## config.mk

```make
export PLATFORM = sky130hd
export DESIGN_NAME = sysbus_arbiter
export DESIGN_NICKNAME = d
export VERILOG_FILES = /design/src/rtl/sysbus_arb_pkg.sv /design/src/rtl/sysbus_arbiter_rr_pick.sv /design/src/rtl/sysbus_arbiter.sv
export SDC_FILE = /design/constraint.sdc
export NUM_CORES = 1
export LEC_CHECK = 0
export ABC_AREA = 1
export BUFFER_PORTS_ARGS = -buffer_cell sky130_fd_sc_hd__buf_2
export CAP_MARGIN = 20
export CORE_ASPECT_RATIO = 1.2
export CORE_MARGIN = 3
export CORE_UTILIZATION = 25
export CTS_CLUSTER_SIZE = 28
export DETAILED_ROUTE_END_ITERATION = 10
export PLACE_DENSITY = 0.51
export SLEW_MARGIN = 20
export SYNTH_ARGS = -nofsm -noshare
export SYNTH_HDL_FRONTEND = slang
export SYNTH_HIERARCHICAL = 1
export SYNTH_SLANG_ARGS = --single-unit
```

## constraint.sdc

```tcl
create_clock -name clk -period 1.4 [get_ports clk]
set_input_delay 0.07 -clock clk [delete_from_list [all_inputs] [get_ports clk]]
set_output_delay 0.07 -clock clk [all_outputs]
set_load 0.005 [all_outputs]
```

## src/rtl/sysbus_arb_pkg.sv

```systemverilog
// Shared arbiter types and constants for the main system bus.
// Timeout revocation is enabled by defining SYSBUS_ARB_TIMEOUT_EN.
package sysbus_arb_pkg;

  typedef enum logic [1:0] {
    IDLE    = 2'd0,
    GRANT   = 2'd1,
    OWNED   = 2'd2,
    RELEASE = 2'd3
  } arb_state_t;

  localparam int DEFAULT_NUM_REQ       = 4;
  localparam int DEFAULT_GRANT_TIMEOUT = 16;

  // Bus master slots on the arbiter request vector
  localparam int MASTER_IFETCH = 0;
  localparam int MASTER_DFILL  = 1;
  localparam int MASTER_WB     = 2;
  localparam int MASTER_SPARE  = 3;

  // Transaction tag fields carried on main_bus_reqtag
  localparam logic       SYSBUS_READ   = 1'b0;
  localparam logic       SYSBUS_WRITE  = 1'b1;
  localparam logic [1:0] SYSBUS_MEMORY = 2'd0;
  localparam logic [1:0] SYSBUS_IO     = 2'd1;

endpackage

```

## src/rtl/sysbus_arbiter_rr_pick.sv

```systemverilog
// Rotating-priority picker: first set request above last_winner, wrapping.
// Purely combinational; the caller registers the result.
module rr_pick #(
  parameter int NUM_REQ     = 4,
  parameter int OWNER_WIDTH = $clog2(NUM_REQ)
) (
  input  logic [NUM_REQ-1:0]     req,
  input  logic [OWNER_WIDTH-1:0] last_winner,
  output logic                   valid,
  output logic [OWNER_WIDTH-1:0] winner
);

  logic [OWNER_WIDTH-1:0] idx;

  // Walk from farthest to nearest so the nearest set bit is the final assignment.
  always_comb begin
    valid  = 1'b0;
    winner = '0;
    idx    = '0;
    for (int i = NUM_REQ; i >= 1; i--) begin
      idx = OWNER_WIDTH'((int'(last_winner) + i) % NUM_REQ);
      if (req[idx]) begin
        valid  = 1'b1;
        winner = idx;
      end
    end
  end

endmodule

```

## src/rtl/sysbus_arbiter.sv

```systemverilog
// Round-robin owner arbiter for the main system bus (IDLE/GRANT/OWNED/RELEASE).
// Define SYSBUS_ARB_TIMEOUT_EN to revoke grants left unclaimed for GRANT_TIMEOUT cycles.
module sysbus_arbiter
  import sysbus_arb_pkg::*;
#(
  parameter int NUM_REQ       = DEFAULT_NUM_REQ,
  parameter int OWNER_WIDTH   = $clog2(NUM_REQ),
  parameter int GRANT_TIMEOUT = DEFAULT_GRANT_TIMEOUT
) (
  input  logic                   clk,
  input  logic                   reset,
  input  logic [NUM_REQ-1:0]     abtr_reqcyc,
  input  logic [NUM_REQ-1:0]     bus_busy,
  output logic [NUM_REQ-1:0]     abtr_grant,
  output logic [OWNER_WIDTH-1:0] bus_owner,
  output logic                   bus_owned,
  output logic                   timeout_err
);

  if (NUM_REQ < 2 || NUM_REQ > 8 || GRANT_TIMEOUT < 2) begin : g_param_check
    $error("sysbus_arbiter: unsupported NUM_REQ or GRANT_TIMEOUT");
  end

  arb_state_t             state_reg;
  logic [OWNER_WIDTH-1:0] last_winner_reg;
  logic                   pick_valid;
  logic [OWNER_WIDTH-1:0] pick_winner;

  rr_pick #(
    .NUM_REQ    (NUM_REQ),
    .OWNER_WIDTH(OWNER_WIDTH)
  ) u_rr_pick (
    .req        (abtr_reqcyc),
    .last_winner(last_winner_reg),
    .valid      (pick_valid),
    .winner     (pick_winner)
  );

`ifdef SYSBUS_ARB_TIMEOUT_EN
  localparam int CNT_W = $clog2(GRANT_TIMEOUT);
  localparam logic [CNT_W-1:0] CNT_LAST = CNT_W'(GRANT_TIMEOUT - 1);
  logic [CNT_W-1:0] timeout_cnt_reg;
`else
  assign timeout_err = 1'b0;
`endif

  always_ff @(posedge clk) begin
    if (reset) begin
      state_reg       <= IDLE;
      abtr_grant      <= '0;
      bus_owner       <= '0;
      bus_owned       <= 1'b0;
      last_winner_reg <= OWNER_WIDTH'(NUM_REQ - 1);
`ifdef SYSBUS_ARB_TIMEOUT_EN
      timeout_err     <= 1'b0;
      timeout_cnt_reg <= '0;
`endif
    end else begin
`ifdef SYSBUS_ARB_TIMEOUT_EN
      timeout_err <= 1'b0;
`endif
      case (state_reg)
        IDLE: begin
          if (pick_valid) begin
            state_reg  <= GRANT;
            abtr_grant <= NUM_REQ'(1) << pick_winner;
            bus_owner  <= pick_winner;
`ifdef SYSBUS_ARB_TIMEOUT_EN
            timeout_cnt_reg <= '0;
`endif
          end
        end
        GRANT: begin
          // A claim in the same cycle as a request drop still takes the bus.
          if (bus_busy[bus_owner]) begin
            state_reg       <= OWNED;
            abtr_grant      <= '0;
            bus_owned       <= 1'b1;
            last_winner_reg <= bus_owner;
          end else if (!abtr_reqcyc[bus_owner]) begin
            state_reg  <= IDLE;
            abtr_grant <= '0;
          end
`ifdef SYSBUS_ARB_TIMEOUT_EN
          else if (timeout_cnt_reg == CNT_LAST) begin
            state_reg       <= RELEASE;
            abtr_grant      <= '0;
            timeout_err     <= 1'b1;
            last_winner_reg <= bus_owner;
          end else begin
            timeout_cnt_reg <= timeout_cnt_reg + 1'b1;
          end
`endif
        end
        OWNED: begin
          if (!bus_busy[bus_owner]) begin
            state_reg <= RELEASE;
            bus_owned <= 1'b0;
          end
        end
        RELEASE: state_reg <= IDLE;
        default: state_reg <= IDLE;
      endcase
    end
  end

endmodule

```

After elaboration in Yosys (flattened, before gate mapping)
Index checks and enable logic that the tools add are counted.

Reductions and logical operators: 8. $lt $le $gt $ge: 5. Equal/unequal tests: 7. Add/sub/neg operators: 4. Multiplexer cells: 32. Shift operators: 1.

Operator list (count): two-way mux 2 bit (8); less-than comparator 2 x 3 -> 1 bit, second input constant (5); binary-select mux 1 bit (select 2 bit) (6); two-way mux 1 bit (12); two-way mux 4 bit (3); AND reduction 3 bit (3); case mux 2 bit (4 select lines) (1); case mux 4 bit (2 select lines) (1); != test 2 bit, second input constant (3); adder 2 x 1 -> 2 bit, second input constant (2); adder 2 bit, second input constant (2); == test 2 bit, second input constant (2); AND reduction 2 bit (2); nonzero test 2 bit (2); << shifter 1 x 2 -> 4 bit, first input constant (1); != test 3 bit, second input constant (1); == test 2 x 1 -> 1 bit, second input constant (1); zero test 2 bit (1); case mux 1 bit (2 select lines) (1).

Register bits after elaboration: 11. Output and inout port bits: 8. Bits of input ports: 10. Word-level logic and storage cells: 62.

Depth between registers and ports, before layout
Gate-level depths: netlist (run 1).

Word-level depth: 10. Gate-level depth with buffers: 16. Gate-level depth less buffers: 15.

Hierarchy
Netlist (run 1), hierarchy kept.

Modules (own cells, without submodules): sysbus_arbiter (sequential area each 220.2 um2, times used 1, area an instance 561.8 um2, cells each 85); rr_pick (sequential area each 0.0 um2, times used 1, area an instance 246.5 um2, cells each 51).

Worst setup path before layout (run 1)
Ideal clock, no wire load.

Path kind: register -> register. Start point: register last_winner_reg[0]. End point: register abtr_grant[1]. Arrival time: 1.289 ns. Setup time: 0.113 ns. Slack: -0.001 ns. Clock period less this slack: 1.401 ns. Data required time: 1.287 ns. Stages on the path, launching flop included: 13. Buffers on the path: 1. Cells stage by stage: dfxtp_1 > buf_6 > nand2_1 > o21ai_1 > nand2_1 > nand2_1 > nand3_1 > a21boi_1 > nor2_1 > nand2_1 > nand2_1 > nand2_1 > nor2_1.

Longest elaborated chain between the ends: 10. Elaborated cells on any way between the ends: 25. Those cells by class: 4 x add/sub; 1 x eq/ne; 1 x shift; 18 x mux; 1 x reduce/logical.

Ends and longest elaborated chain: start, declared (line sysbus_arbiter.sv:25) `logic [OWNER_WIDTH-1:0] last_winner_reg;`; start signal, assigned (line sysbus_arbiter.sv:53) `last_winner_reg <= OWNER_WIDTH'(NUM_REQ - 1);`; start signal, assigned (line sysbus_arbiter.sv:79) `last_winner_reg <= bus_owner;`; adder 2 x 1 -> 2 bit (line sysbus_arbiter_rr_pick.sv:21) `idx = OWNER_WIDTH'((int'(last_winner) + i) % NUM_REQ);`; binary-select mux 1 bit (select 2 bit) (line sysbus_arbiter_rr_pick.sv:22) `if (req[idx]) begin`; two-way mux 1 bit (implied by the code) (line sysbus_arbiter_rr_pick.sv:22); two-way mux 2 bit (3 in series) (line sysbus_arbiter_rr_pick.sv:22); two-way mux 2 bit (*) (line sysbus_arbiter_rr_pick.sv:22); via pick_winner[1] (line sysbus_arbiter.sv:27) `logic [OWNER_WIDTH-1:0] pick_winner;`; << shifter 1 x 2 -> 4 bit (*) (line sysbus_arbiter.sv:66) `abtr_grant <= NUM_REQ'(1) << pick_winner;`; two-way mux 4 bit (*) (line sysbus_arbiter.sv:64) `if (pick_valid) begin`; case mux 4 bit (2 select lines) (*) (line sysbus_arbiter.sv:62) `case (state_reg)`; end signal, assigned (line sysbus_arbiter.sv:66); end, declared (line sysbus_arbiter.sv:14) `output logic [NUM_REQ-1:0] abtr_grant,`.

Mark *: on every way through the listed nets, which the timed path passes. The rest lies on a longest branch. The select of a mux whose other input is x is not followed. A chain may end at the register's enable or synchronous reset.

Worst setup path after layout (run 1)
Ends and elaborated chain as after synthesis.

==> out/metrics.yaml, run 1 <==
synth_area_leaders: "dfxtp_1 27%, nand2_1 20%, inv_1 8.8%"
avgSynthCellArea_um2: 5.943
ant_nets: 0
clockBufferDepth: 2
gp_congestion: 0.7749
synth_mux_area_share_pct: 0
vias_per_cell: 4.417
synthTopCellsByCount: "43 x nand2_1, 19 x inv_1, 13 x nor2_1, 11 x dfxtp_1"
ys_seq_area_share_pct: 27.24
cts.clk_slew.worst_paths_ns: 0.08
leakagePower_nw: 0.6183
timing.final.crit_share_pct: 108.4
worstSetupStartpointType: "flip-flop"
clock-sinks: 11
num_io_pins: 18
place_hpwl_mm: 1.495
yosys.area_share.simple_pct: 47.37
clock_skew_ns: 0.005396
synth_top_family_by_area: "simple AND/OR/NAND/NOR gates"
ys_warn_count: 6
required_ns: 1.61
hold_path_depth: 6
vias: 879
fin_setup_tns_ns: -0.3837
cts_tree: "yes"
synth_top_area_cell: "dfxtp_1"
setup_viol: 6
grt_use_total_pct: 10.46
yosysUniqueCellTypes: 23
ys.flop_type: "dfxtp_1"
die_w_um: 57.91
cts-buffers-inserted: 3
insertion_delay_ns: 0.27
vdd_drop_max_uv: 853.6
syn_to_final_growth_pct: 37.62
grt_start_max_net_pins: 9
largest_reg_flops: 4
synth_fp_nets: 146
initial_core_util_pct: 26.22
ys_ff_latch: 11
port_buffers: 16
period_minus_slack_ns: 1.518
dieHeight_um: 68.29
criticalPathCategory: "reg -> reg"
htree_levels: 1
final_cell_area_um2: 1112
synth_most_common_cell: "nand2_1"
antenna_cells: 0
rsz0062_at_grt: "yes"
synthAdderAreaFrac_pct: 0
cts_root_buffer: "clkbuf_4"
async_reset_ff_share_pct: 0
coreArea_um2: 3083
synth_edf_count: 0
overflow: 0
violations: "setup timing"
total_power_w: 0.002453
path_max_fanout: 6
outcome: "complete, but fails checks"
drc: 0
syn_inst: 136
drt_iter0_drc: 17
drive_gt1_share_pct: 41.72
fin_util_pct: 36.08
core.rowCount: 22
place_area_um2: 963.4
dp_slack_ns: -0.1603
yosys.area.top_type_share_pct: 27.24
grt_pass1_vias: 828
dieArea_um2: 3954
syn_area_um2: 808.3
max_freq_mhz: 658.8
cp.arrival_ns: 1.73
hold_path.class: "in -> reg"
dr.pass1.iters: 4
endpoint_kind: "flip-flop"
finalHoldViolCount: 0
wl_mm: 1.909
maxCapViolations: 0
antenna_found_initial: 0
synth_compound_area_share_pct: 11.30
slew_viol_final: 0
rr_worst_depth: 14
setup_slack_ns: -0.1179
power_density_nw_per_um2: 2206
grt_pass1_wl_mm: 3.298
wl_per_cell_um: 9.593
final_nets: 174
synthXorXnorAreaFrac_pct: 0
[report_power, final]
| group | switching, W | internal (W) |
|---|---|---|
| Combinational | 0.000995 | 0.000701 |
| Clock | 0.000113 | 0.000106 |
| Sequential | 0.0000975 | 0.000441 |
| Total | 0.00121 | 0.00125 |
[through the flow]
step	hold slack, ns	instances
after CTS	0.2428	199
final	0.2396	199
after detailed placement	0.2794	192
after floorplan	0.1391	136
after global placement	0.2760	192
after global routing	0.2742	199
[layout make-up]
cell class | count | area, um^2
Clock buffer | 3 | 22.52
Tap cell | 36 | 45.04
Timing Repair Buffer | 25 | 157.7
Multi-Input combinational cell | 100 | 565.5
Inverter | 23 | 93.84
Fill cell | 345 | 1971
Sequential cell | 11 | 222.7
Clock inverter | 1 | 5.005
[timing repair]
| item | 4_1_cts | 5_1_grt |
|---|---|---|
| resized for setup | 14 | 14 |
| endpoints found under the setup margin | 6 | 7 |
| hold buffers | 1 | 0 |
| buffers inserted | 2 | 0 |
| hold endpoints to repair | 2 | 0 |
| pin swaps | 7 | 11 |
[layer usage]
metal	track usage, %	wire, um
met3	1.321	55
met5	0	0
met1	11.59	812
met4	4.348	10
met2	19.92	1030
[worst max-delay path, stage by stage (launching register included)]
cell and delay [ns]:
dfxtp_2 0.35, buf_6 0.14, inv_8 0.05, nand2_4 0.06, and2_4 0.14, nor2_4 0.03, nor2_2 0.12, nand3_2 0.10
nand2_4 0.09, inv_2 0.04, nor2_2 0.09, nand2_1 0.05, nand2_1 0.05, nand2_1 0.05, nor2_1 0.09
[kinds of logic (layout without fill, tap and decap cells)]
kind of cell	Yosys count	count (layout)
AO/OA/AOI/OAI	16	16
AND/OR/NAND/NOR	83	83
flip-flops	11	11
other	1	1
buffers and inverters	25	52
[final timing paths]
kind / startpoint / end / slack [ns]
worst max-delay path: last_winner_reg[0] / abtr_grant[1] / -0.12
worst min-delay path: bus_busy[2] / state_reg[0] / 0.24
worst max register to register: last_winner_reg[0] / abtr_grant[1] / -0.12
worst min register to register: abtr_grant[1] / abtr_grant[1] / 0.47
[cell usage in the layout, fill, tap and decap left out, drive strengths merged]
cell type,instances
a21boi,1
a21oi,7
and2,1
buf,24
clkbuf,3
clkinv,1
conb,1
dfxtp,11
dlygate4sd3,1
inv,23
nand2,55
nand3,11
nand3b,1
nor2,14
nor3,1
o211ai,2
o21ai,6
(Power assumes the default switching activity.)
==> run 2: changes to the inputs <==
--- a/config.mk
+++ b/config.mk
@@ -14,6 +14,7 @@
 export CTS_CLUSTER_SIZE = 28
 export DETAILED_ROUTE_END_ITERATION = 10
 export PLACE_DENSITY = 0.51
+export SETUP_SLACK_MARGIN = 0.2
 export SLEW_MARGIN = 20
 export SYNTH_ARGS = -nofsm -noshare
 export SYNTH_HDL_FRONTEND = slang
==> run 2 against run 1 <==
  * The flow still finishes with violations (setup timing)
  * First-iteration DRC count is 5.9% higher
  * Global-route usage is 0.25 points lower
  * Maximum frequency is 3.2% higher
  * Design area is 8.4% lower
  * Critical endpoint unchanged
  * Highest routed layer unchanged
==> out/metrics.yaml, run 2 (same netlist as run 1, synthesis figures left out) <==
outcome: "complete, but fails checks"
violations: "setup timing"
final_cell_area_um2: 1018
n_fill_cell: 363
rr_worst_depth: 13
core.rowCount: 22
drt_iter0_drc: 18
worstPathBufferInverterCount: 2
maxCapViolations: 0
dieArea_um2: 3954
wl_mm: 1.825
period_minus_slack_ns: 1.471
path_max_fanout: 11
overflow: 0
ant_nets: 0
place_inst: 190
final_common_cell: "nand2_1"
cts_tree: "yes"
criticalPathCategory: "reg -> reg"
worstSetupStartpointType: "flip-flop"
wl_per_cell_um: 9.359
num_io_pins: 18
setup_slack_ns: -0.07146
dieHeight_um: 68.29
cts-buffers-inserted: 3
path_depth: 13
crit_top_cell: "nand2_1"
final_nets: 170
p_int_w: 0.001119
place_area_um2: 958.4
port_buffers: 16
vias_per_cell: 4.395
coreArea_um2: 3083
clockBufferDepth: 2
clock-sinks: 11
r2r_setup_slack_ns: -0.07
seq_power_share_pct: 26.5
cp.arrival_ns: 1.68
p_sw_share_pct: 49.25
cts_root_buffer: "clkbuf_4"
die_w_um: 57.91
finalHoldViolCount: 0
grt_start_max_net_pins: 12
initial_core_util_pct: 26.22
final_cell_mix: "38 x nand2_1, 17 x inv_1, 16 x buf_2"
dp_slack_ns: -0.1261
power_density_nw_per_um2: 2165
leakagePower_nw: 0.5755
antenna_found_initial: 0
antenna_cells: 0
vdd_drop_max_uv: 785.2
postCtsSetupRepairBufs: 0
clockPowerShare_pct: 9.9
layout.cells.non_filler: 195
r2r-end: "abtr_grant[1]"
vias: 857
crit_path_end: "abtr_grant[1]"
slew_viol_final: 0
drive_gt1_share_pct: 35.85
setup_viol: 5
cpPeakStageDelay_ns: 0.40
cts.clk_slew.worst_paths_ns: 0.08
p_switching_w: 0.001086
endpoint_kind: "flip-flop"
hold_path.class: "in -> reg"
clock_skew_ns: 0.01100
htree_levels: 1
hp-start: "bus_busy[0]"
pwr-share-comb_pct: 63.6
r2r_start: "last_winner_reg[0]"
max_freq_mhz: 679.6
rsz0062_at_grt: "yes"
cp_top_family: "simple AND/OR/NAND/NOR gates"
path_cells: "o21ai_2 > nand2_1 > nand2_1 > inv_2 > nand2_1 > nand2_1 > nand2_2 > inv_2 > nor2_1 > nand2_1 > nand2_1 > nand2_1 > nor2_1"
syn_to_final_growth_pct: 26.01
required_ns: 1.61
place_hpwl_mm: 1.537
insertion_delay_ns: 0.28
dr.pass1.iters: 4
grt_pass1_vias: 809
grt_pass1_wl_mm: 3.146
largest_reg_flops: 4
gp_congestion: 0.8123
slowest_stage: "dfxtp_4"
timing.final.crit_share_pct: 105.1
grt_use_total_pct: 10.21
drc: 0
crit_start: "last_winner_reg[0]"
fin_util_pct: 33.04
-- run 2: area by class of cell --
class                   count  area (um^2)  share of cell area [%]
flip-flops and latches     11        229.0                   22.48
multi-input cells         100        503.0                   49.39
clock inverters             1        5.005                  0.4914
repair buffers             21        120.1                   11.79
clock buffers               3        22.52                   2.211
well taps                  36        45.04                   4.423
inverters                  23        93.84                   9.214
-- run 2: how the worst min path moves through the flow --
stage	end	slack [ns]	cells past startpoint
after floorplan	flip-flop	0.14	1
after global placement	bus_owned	0.27	2
after detailed placement	flip-flop	0.28	2
after CTS	state_reg[0]	0.24	6
after global routing	state_reg[0]	0.27	6
final	state_reg[0]	0.24	6
-- run 2: worst min-delay path, stage by stage --
cell	delay, ns
buf_2	0.07
nand2_1	0.05
nand3_2	0.06
nand2_2	0.08
nand3_1	0.09
a21oi_1	0.06
-- run 2: stage by stage --
stage	hold slack [ns]	total power, W	TNS, ns
3_3_place_gp	0.2744	0.001924	-0.2606
6_report	0.2418	0.002205	-0.1667
2_1_floorplan	0.1391	0.001611	0
5_1_grt	0.2725	0.002458	-1.115
4_1_cts	0.2412	0.002207	-0.2297
3_5_place_dp	0.2812	0.001953	-0.4465
-- run 2: timing repair --
item	4_1_cts	5_1_grt
setup endpoints to repair	9	11
hold endpoints to repair	2	0
hold buffers	1	0
gates resized for setup	5	5
pin swaps	0	1
-- run 2: routing by layer --
layer  track usage [%]  vias to the layer above  wire (um)
li1                  -                      460          -
met1             9.742                      383        731
met2             21.05                        9       1024
met3             1.132                        5         25
met4             5.217                        0         44
met5                 0                        -          0
-- run 2: power groups by stage --
stage,clock [W],sequential [W],combinational (W)
after floorplan,0,0.000536,0.00107
after global placement,0,0.000566,0.00136
after detailed placement,0,0.000573,0.00138
after CTS,0.000227,0.000577,0.00140
after global routing,0.000242,0.000601,0.00161
final,0.000218,0.000584,0.00140
==> run 3: changes to the inputs <==
--- a/config.mk
+++ b/config.mk
@@ -14,6 +14,7 @@
 export CTS_CLUSTER_SIZE = 28
 export DETAILED_ROUTE_END_ITERATION = 10
 export PLACE_DENSITY = 0.51
+export REMOVE_ABC_BUFFERS = 1
 export SETUP_SLACK_MARGIN = 0.2
 export SLEW_MARGIN = 20
 export SYNTH_ARGS = -nofsm -noshare
==> run 3 against run 2 <==
  * The run still ends with setup timing left
  * Critical endpoint is now abtr_grant[0]
  * Clock skew fell by 0.0046 ns
  * Flip-flop and latch count did not move
  * Utilization rose by 1.3 points
  * Largest cell class unchanged
  * Register-to-register slack barely moved
==> out/metrics.yaml, run 3 (same netlist as run 1, synthesis figures left out) <==
route.met3.wl_um: 20
dr.pass1.iters: 4
ant_nets: 0
violations: "setup timing"
pwr-share-comb_pct: 67.3
coreArea_um2: 3083
wl_per_cell_um: 9.624
drc: 0
initial_core_util_pct: 26.22
final_nets: 172
worstSetupStartpointType: "flip-flop"
outcome: "complete, but fails checks"
place_area_um2: 972.2
port_buffers: 16
vias_per_cell: 4.299
layout.cells.non_filler: 197
dieArea_um2: 3954
met1_length_um: 773
rsz0062_at_grt: "yes"
drt_iter0_drc: 19
timing.final.crit_share_pct: 105.9
drive_gt1_share_pct: 37.27
cts.clk_slew.worst_paths_ns: 0.07
wl_mm: 1.896
htree_levels: 1
core.rowCount: 22
p_switching_w: 0.001127
grt_use_total_pct: 10.26
path_max_fanout: 11
clock_skew_ns: 0.006399
period_minus_slack_ns: 1.483
hold_ws_ns: 0.2599
seq_power_share_pct: 23.4
clockPowerShare_pct: 9.3
cts-buffers-inserted: 3
setup_viol: 6
cts_root_buffer: "clkbuf_4"
largest_reg_flops: 4
p_int_w: 0.001194
required_ns: 1.61
grt_pass1_wl_mm: 3.139
grt_start_max_net_pins: 12
hold_path.class: "in -> reg"
maxCapViolations: 0
final_common_cell: "nand2_1"
max_freq_mhz: 674.2
setup_slack_ns: -0.08318
antenna_cells: 0
clock-sinks: 11
dp_slack_ns: -0.1400
overflow: 0
antenna_found_initial: 0
final_cell_area_um2: 1060
final_cell_mix: "35 x nand2_1, 17 x inv_1, 17 x nand2_2"
leakagePower_nw: 0.5893
cp.arrival_ns: 1.70
gp_congestion: 0.8171
vdd_drop_max_uv: 979.1
clockBufferDepth: 2
criticalPathCategory: "reg -> reg"
insertion_delay_ns: 0.27
place_inst: 192
wl_met2_mm: 1.083
p_sw_share_pct: 48.55
cts_tree: "yes"
slew_viol_final: 0
syn_to_final_growth_pct: 31.12
num_io_pins: 18
routed.top_layer: "met4"
r2r_setup_slack_ns: -0.08
dieHeight_um: 68.29
die_w_um: 57.91
place_hpwl_mm: 1.520
grt_pass1_vias: 776
vias: 847
power_density_nw_per_um2: 2190
endpoint_kind: "flip-flop"
n_fill_cell: 360
finalHoldViolCount: 0
run 3: layout make-up:
class	count	area (um^2)	area share [%]
Multi-Input combinational cell	100	518.0	48.88
Sequential cell	11	226.5	21.37
Timing Repair Buffer	23	147.6	13.93
Inverter	23	96.34	9.091
Tap cell	36	45.04	4.250
Clock buffer	4	26.28	2.479
run 3: metal layers:
layer | global-route usage (%) | vias to the layer above
met3 | 1.132 | 2
li1 | - | 466
met4 | 5.217 | 0
met2 | 21.33 | 6
met5 | 0 | -
met1 | 9.641 | 373
run 3: timing repair:
item                                    CTS  global route
buffers inserted                          0             0
gates resized for setup                   9            12
hold endpoints to repair                  2             0
endpoints found under the setup margin    9            11
pin swaps                                 2             2
hold buffers                              1             0
run 3: power by group through the flow:
| stage | Clock, W | Sequential (W) | Combinational [W] |
|---|---|---|---|
| after global placement | 0 | 0.000533 | 0.00143 |
| after global routing | 0.000245 | 0.000563 | 0.00177 |
| after floorplan | 0 | 0.000560 | 0.000980 |
| final | 0.000216 | 0.000542 | 0.00156 |
| after detailed placement | 0 | 0.000536 | 0.00145 |
| after CTS | 0.000225 | 0.000533 | 0.00150 |
run 3: worst paths after layout:
kind                 startpoint            end  cells past startpoint
max reg2reg  last_winner_reg[0]  abtr_grant[0]                     11
min reg2reg           bus_owned      bus_owned                      2
max          last_winner_reg[0]  abtr_grant[0]                     11
min                 bus_busy[0]   state_reg[0]                      6
run 3: critical path, cell delays in order (launching register included):
cell	delay (ns)
dfxtp_2	0.33
buf_12	0.14
inv_8	0.06
nand2_2	0.05
and2_4	0.13
nor2_2	0.13
nor2_1	0.06
nand3_1	0.09
nand2_2	0.10
nor3_1	0.19
a21oi_1	0.06
nor2_1	0.09
run 3: metrics by stage:
step	power [W]	TNS, ns	util [%]
final	0.002321	-0.3464	34.38
after global routing	0.002574	-1.151	34.38
after CTS	0.002261	-0.3886	33.36
after detailed placement	0.001982	-0.6334	31.53
after global placement	0.001959	-0.3866	31.53
after floorplan	0.001540	-0.4810	-
